File: src/rtl/acumulador_placar_serial_if.sv
// Request/response bundle for the serial scoreboard accumulator.
// The master side issues point requests; the slave side reports progress and scores.
interface acumulador_placar_serial_if #(
    parameter int WIDTH   = 7,
    parameter int CANAIS  = 2,
    parameter int CANAL_W = 1,
    parameter int PASSO_W = 2
);
    logic                     clr;
    logic                     en;
    logic [CANAL_W-1:0]       canal;
    logic [PASSO_W-1:0]       valor;
    logic                     sub;
    logic                     busy;
    logic                     done;
    logic                     sat;
    logic [CANAIS*WIDTH-1:0]  placar;

    modport master (
        output clr, en, canal, valor, sub,
        input  busy, done, sat, placar
    );

    modport slave (
        input  clr, en, canal, valor, sub,
        output busy, done, sat, placar
    );
endinterface

File: src/rtl/acumulador_placar_serial.sv
// Multi-channel saturating score accumulator using one reused 1-bit full-adder slice.
// Each request takes WIDTH serial add cycles, one clamp/writeback cycle and one done cycle.
module acumulador_placar_serial #(
    parameter int WIDTH   = 7,
    parameter int CANAIS  = 2,
    parameter int CANAL_W = 1,
    parameter int PASSO_W = 2,
    parameter int MAX     = 99
) (
    input  logic                        clk,
    input  logic                        rst,
    acumulador_placar_serial_if.slave   bus
);
    localparam int IDX_W = ($clog2(WIDTH) > 0) ? $clog2(WIDTH) : 1;

    typedef enum logic [1:0] {
        OCIOSO,
        SOMA,
        AJUSTE,
        FIM
    } estado_t;

    estado_t            estado;
    estado_t            proximo;

    logic [WIDTH-1:0]   score [CANAIS];
    logic [WIDTH-1:0]   score_atual;
    logic [WIDTH-1:0]   op_a;
    logic [WIDTH-1:0]   op_b;
    logic [WIDTH-1:0]   resultado;
    logic [WIDTH-1:0]   valor_ext;
    logic [WIDTH-1:0]   clamp_valor;
    logic               clamp_sat;
    logic               carry;
    logic               carry_next;
    logic               soma_bit;
    logic               b_bit;
    logic               sub_q;
    logic               sat_q;
    logic [CANAL_W-1:0] canal_q;
    logic [IDX_W-1:0]   bit_idx;
    logic               canal_ok;
    logic               aceita;
    logic               ultimo_bit;

    assign canal_ok   = ({1'b0, bus.canal} < (CANAL_W+1)'(CANAIS));
    assign aceita     = (estado == OCIOSO) && bus.en && !bus.clr && canal_ok;
    assign ultimo_bit = (bit_idx == IDX_W'(WIDTH-1));
    assign valor_ext  = {{(WIDTH-PASSO_W){1'b0}}, bus.valor};

    always_ff @(posedge clk or posedge rst) begin
        if (rst) begin
            estado <= OCIOSO;
        end else begin
            estado <= proximo;
        end
    end

    // clr overrides every transition and aborts any operation in flight
    always_comb begin
        proximo  = estado;
        bus.busy = 1'b0;
        bus.done = 1'b0;
        bus.sat  = 1'b0;
        case (estado)
            OCIOSO: if (aceita) proximo = SOMA;
            SOMA:   if (ultimo_bit) proximo = AJUSTE;
            AJUSTE: proximo = FIM;
            FIM:    proximo = OCIOSO;
            default: proximo = OCIOSO;
        endcase
        if (bus.clr) begin
            proximo = OCIOSO;
        end
        bus.busy = (estado != OCIOSO);
        bus.done = (estado == FIM);
        bus.sat  = (estado == FIM) && sat_q;
    end

    always_comb begin
        score_atual = '0;
        for (int k = 0; k < CANAIS; k++) begin
            if (bus.canal == CANAL_W'(k)) begin
                score_atual = score[k];
            end
        end
    end

    // Subtraction is a + ~b + 1: the inverted operand bit plus carry-in = sub
    always_comb begin
        b_bit      = op_b[0] ^ sub_q;
        soma_bit   = op_a[0] ^ b_bit ^ carry;
        carry_next = (op_a[0] & b_bit) | (op_a[0] & carry) | (b_bit & carry);
    end

    // On subtract a final carry of 0 means a borrow, i.e. the score went negative
    always_comb begin
        clamp_valor = resultado;
        clamp_sat   = 1'b0;
        if (!sub_q) begin
            if (carry || (resultado > WIDTH'(MAX))) begin
                clamp_valor = WIDTH'(MAX);
                clamp_sat   = 1'b1;
            end
        end else if (!carry) begin
            clamp_valor = '0;
            clamp_sat   = 1'b1;
        end
    end

    always_ff @(posedge clk or posedge rst) begin
        if (rst) begin
            for (int k = 0; k < CANAIS; k++) begin
                score[k] <= '0;
            end
            op_a      <= '0;
            op_b      <= '0;
            resultado <= '0;
            carry     <= 1'b0;
            sub_q     <= 1'b0;
            sat_q     <= 1'b0;
            canal_q   <= '0;
            bit_idx   <= '0;
        end else if (bus.clr) begin
            for (int k = 0; k < CANAIS; k++) begin
                score[k] <= '0;
            end
        end else begin
            case (estado)
                OCIOSO: begin
                    if (aceita) begin
                        canal_q <= bus.canal;
                        sub_q   <= bus.sub;
                        op_a    <= score_atual;
                        op_b    <= valor_ext;
                        carry   <= bus.sub;
                        bit_idx <= '0;
                    end
                end
                SOMA: begin
                    op_a      <= op_a >> 1;
                    op_b      <= op_b >> 1;
                    resultado <= {soma_bit, resultado[WIDTH-1:1]};
                    carry     <= carry_next;
                    bit_idx   <= bit_idx + IDX_W'(1);
                end
                AJUSTE: begin
                    for (int k = 0; k < CANAIS; k++) begin
                        if (canal_q == CANAL_W'(k)) begin
                            score[k] <= clamp_valor;
                        end
                    end
                    sat_q <= clamp_sat;
                end
                default: begin
                end
            endcase
        end
    end

    always_comb begin
        bus.placar = '0;
        for (int k = 0; k < CANAIS; k++) begin
            bus.placar[k*WIDTH +: WIDTH] = score[k];
        end
    end
endmodule
File: src/flat_wrapper.sv
// flat-port wrapper written by rule: the top's interface ports become plain ports
module acumulador_placar_serial_flat 
#(
    parameter int WIDTH   = 7,
    parameter int CANAIS  = 2,
    parameter int CANAL_W = 1,
    parameter int PASSO_W = 2,
    parameter int MAX     = 99
)
  (clk, rst, bus_clr, bus_en, bus_canal, bus_valor, bus_sub, bus_busy, bus_done, bus_sat, bus_placar);
  acumulador_placar_serial_if #(.WIDTH(WIDTH), .CANAIS(CANAIS), .CANAL_W(CANAL_W), .PASSO_W(PASSO_W)) bus_i ();
  input  logic clk;
  input  logic rst;
  input wire logic [$bits(bus_i.clr)-1:0] bus_clr;
  input wire logic [$bits(bus_i.en)-1:0] bus_en;
  input wire logic [$bits(bus_i.canal)-1:0] bus_canal;
  input wire logic [$bits(bus_i.valor)-1:0] bus_valor;
  input wire logic [$bits(bus_i.sub)-1:0] bus_sub;
  output wire logic [$bits(bus_i.busy)-1:0] bus_busy;
  output wire logic [$bits(bus_i.done)-1:0] bus_done;
  output wire logic [$bits(bus_i.sat)-1:0] bus_sat;
  output wire logic [$bits(bus_i.placar)-1:0] bus_placar;
  assign bus_i.clr = bus_clr;
  assign bus_i.en = bus_en;
  assign bus_i.canal = bus_canal;
  assign bus_i.valor = bus_valor;
  assign bus_i.sub = bus_sub;
  assign bus_busy = bus_i.busy;
  assign bus_done = bus_i.done;
  assign bus_sat = bus_i.sat;
  assign bus_placar = bus_i.placar;
  acumulador_placar_serial #(.WIDTH(WIDTH), .CANAIS(CANAIS), .CANAL_W(CANAL_W), .PASSO_W(PASSO_W), .MAX(MAX)) u_core (.clk(clk), .rst(rst), .bus(bus_i));
endmodule
File: config.mk
export PLATFORM = sky130hd
export DESIGN_NAME = acumulador_placar_serial_flat
export DESIGN_NICKNAME = d
export VERILOG_FILES = /design/src/rtl/acumulador_placar_serial_if.sv /design/src/rtl/acumulador_placar_serial.sv /design/src/flat_wrapper.sv
export SDC_FILE = /design/constraint.sdc
export NUM_CORES = 1
export LEC_CHECK = 0
export ABC_AREA = 1
export BUFFER_PORTS_ARGS = -buffer_cell sky130_fd_sc_hd__clkbuf_2
export CAP_MARGIN = 5
export CORE_MARGIN = 2
export CORE_UTILIZATION = 50
export CTS_BUF_LIST = sky130_fd_sc_hd__clkbuf_8
export CTS_CLUSTER_DIAMETER = 60
export DETAILED_ROUTE_END_ITERATION = 6
export GPL_TIMING_DRIVEN = 0
export PLACE_DENSITY = 0.71
export SETUP_SLACK_MARGIN = 0.4
export SYNTH_ARGS = -nofsm -noshare
export SYNTH_HDL_FRONTEND = slang
export SYNTH_SLANG_ARGS = --single-unit
File: constraint.sdc
create_clock -name clk -period 3.6 [get_ports clk]
set_input_delay 0 -clock clk [delete_from_list [all_inputs] [get_ports clk]]
set_output_delay 0 -clock clk [all_outputs]
set_load 0.01 [all_outputs]
==> impl_metrics.tcl <==
set metrics [dict create \
    worst_hold_path.endpoint "u_core.op_a[5]$_DFFE_PP0P_" \
    leakage_uw 0.001239 \
    holdPathStages 5 \
    critical_path_class "flop to flop" \
    cts_root_buffer "clkbuf_8" \
    worstSkewPairLatency_ns 0.29 \
    ios 25 \
    hp-start "bus_en" \
    gp_congestion 0.8169 \
    grt_pass1_wl_mm 7.341 \
    drt_first_pass_iters 5 \
    finalHoldViolations 0 \
    synth_seq_area_share_pct 46.82 \
    arrival_ns 1.77 \
    finalCritPeriodShare_pct 44.37 \
    r2r_slack_ns 2.00 \
    r2r_cells 8 \
    synthesis.instances 237 \
    peakVddDrop_mv 0.4131 \
    r2r-end "u_core.op_b[0]$_DFFE_PP0P_" \
    ys_types 31 \
    wire_per_inst_um 13.48 \
    via_count 1627 \
    final_layout_size_suffix_gt1_share_pct 23.90 \
    die_area_um2 4701 \
    synth_warnings 0 \
    clock_path_buffers 2 \
    max_freq_ghz 0.6260 \
    grt_setup_unrepaired "false" \
    synthesis.area_um2 2084 \
    cts.sinks 39 \
    grt_max_degree 40 \
    port_buffers 24 \
    ys.flop_type "dfrtp_1" \
    antenna_cells 0 \
    final_nets 287 \
    setup_ws_ns 2.003 \
    clk_pin_slew_ns 0.08 \
    grt-ovfl-total 0 \
    initial_utilization_pct 52.11 \
    p_per_area_nw_per_um2 831.8 \
    synth_area_per_cell_um2 8.795 \
    synth-edff-count 0 \
    dpl_worst_slack_ns 2.001 \
    ys_ff_latch 39 \
    instances_no_fill 322 \
    outcome "completed" \
    worstPathMaxFanout 10 \
    drtIter0Drc 106 \
    wl_mm 4.339 \
    placed_area_um2 2267 \
    final_area_um2 2395 \
    htreeDepth 2 \
    dp_hpwl_mm 3.144 \
    slew_viol_final 0 \
    drcViolationCount 0 \
    async_flop_share_pct 100.0 \
    die_h_um 68.57 \
    setup_viol 0 \
    fin_skew_ns 0.007048 \
    die_w_um 68.57 \
    finalCriticalPeriod_ns 1.597 \
    final_common_cell "nand2_1" \
    grt_pass1_vias 1522 \
    drv_cap 0 \
    ant_nets 0 \
    via_per_inst 5.053 \
    r2r-start "u_core.estado[0]$_DFFE_PP0P_" \
    fin_setup_tns_ns 0 \
    min_path_type "input pin to flop" \
    syn_to_final_growth_pct 14.89 \
    grtUsageTotal_pct 21.62 \
    fp.coreArea_um2 4000 \
    rows 23 \
    antenna_found_initial 0 \
    whs_ns 0.1511 \
    start_kind "flop" \
    final.fill_count 375 \
    tightest_slew_ns 0.8099 \
    cts_resized 0 \
    final_cell_mix "nand2_1 (69), dfrtp_1 (39), inv_1 (33)" \
    placed_cells 311 \
    cts_buffers 5 \
    cts_tree "done" \
    synth_nets 252 \
    cp.required_ns 3.78 \
    end_kind "flop" \
    max_slew_margin_pct 45.93 \
]
-- what timing repair did --
action	in CTS	in global routing
hold endpoints to repair	42	0
hold buffers	4	0
buffers inserted	0	0
-- kinds of logic after synthesis --
logic type	synth area share (%)
buffers and inverters	9.724
xor gates and xnor gates	0.4202
and+or+nand+nor	21.91
adders and majority gates	4.562
muxes	0.5402
DFF	46.82
AOI/OAI and AO/OA	16.03
-- cell usage after synthesis, types with 2 or more instances --
master	n	share of area [%]
nand4_1	6	1.8
buf_4	2	0.72
a21oi_1	4	0.96
o21ai_0	15	3.6
ha_1	6	3.6
dfrtp_1	39	47
inv_2	2	0.36
nand3_1	9	2.2
o21ai_1	5	1.2
nand2_1	69	12
o21ai_2	7	2.9
buf_6	2	1.1
buf_2	2	0.48
nand2_4	4	2.2
o211ai_2	5	3.0
a31oi_1	2	0.60
inv_1	34	6.1
nor2_1	10	1.8
o22ai_2	2	1.2
-- sequential cells by signal, summed over array words and instances, names as in the netlist --
signal / cells
u_core.bit_idx: 3
u_core.bus.placar: 14
u_core.op_b: 2
u_core.resultado: 7
u_core.op_a: 7
u_core.sub_q: 1
u_core.canal_q: 1
u_core.estado: 2
u_core.sat_q: 1
u_core.carry: 1
-- area by class of cell --
cell class,count,area (µm²),area share (%)
Multi-Input combinational cell,155,905.9,37.83
Timing Repair Buffer,28,160.2,6.688
Buffer,7,67.56,2.821
Tap cell,50,62.56,2.612
Sequential cell,39,975.9,40.75
Clock buffer,6,82.58,3.448
Inverter,36,135.1,5.643
Clock inverter,1,5.005,0.2090
-- layer usage --
layer | share of wire [%] | track usage (%) | vias up | wire [µm]
li1 | - | - | 826 | -
met1 | 49 | 30.69 | 764 | 2112
met2 | 47 | 31.61 | 33 | 2027
met3 | 3.9 | 6.331 | 4 | 170
met4 | 0.65 | 7.250 | 0 | 28
met5 | 0 | 0 | - | 0
-- through the flow --
step	utilization (%)	total power, µW
after floorplan	-	1423
after global placement	56.68	1656
after detailed placement	56.68	1684
after CTS	59.87	2000
after global routing	59.87	2165
final	59.87	1992
-- report_power, final --
group | switching (µW) | leakage, µW | internal (µW)
clock network | 156 | 0.0000470 | 151
logic | 574 | 0.000687 | 353
registers | 132 | 0.000505 | 626
total | 862 | 0.00124 | 1130
-- how the worst max path moves through the flow --
stage,from,to,depth (start not counted),slack (ns)
floorplan,u_core.estado[0]$_DFFE_PP0P_,u_core.op_b[0]$_DFFE_PP0P_,8,2.13
global placement,u_core.estado[0]$_DFFE_PP0P_,u_core.op_b[0]$_DFFE_PP0P_,8,2.02
detailed placement,u_core.estado[1]$_DFFE_PP0P_,u_core.op_b[0]$_DFFE_PP0P_,7,2.00
CTS,u_core.estado[1]$_DFFE_PP0P_,u_core.op_b[0]$_DFFE_PP0P_,7,1.99
global route,u_core.estado[0]$_DFFE_PP0P_,u_core.bit_idx[2]$_DFFE_PP0P_,9,1.82
finish,u_core.estado[0]$_DFFE_PP0P_,u_core.op_b[0]$_DFFE_PP0P_,8,2.00
-- critical path, cell delays in order, from the launching register on --
cell,delay (ns)
dfrtp_1,0.41
inv_1,0.12
ha_1,0.23
inv_1,0.10
nor2_4,0.13
nand2_4,0.08
o21ai_4,0.11
buf_6,0.21
a31oi_1,0.09
No activity file was read; power rests on OpenSTA's default activity.
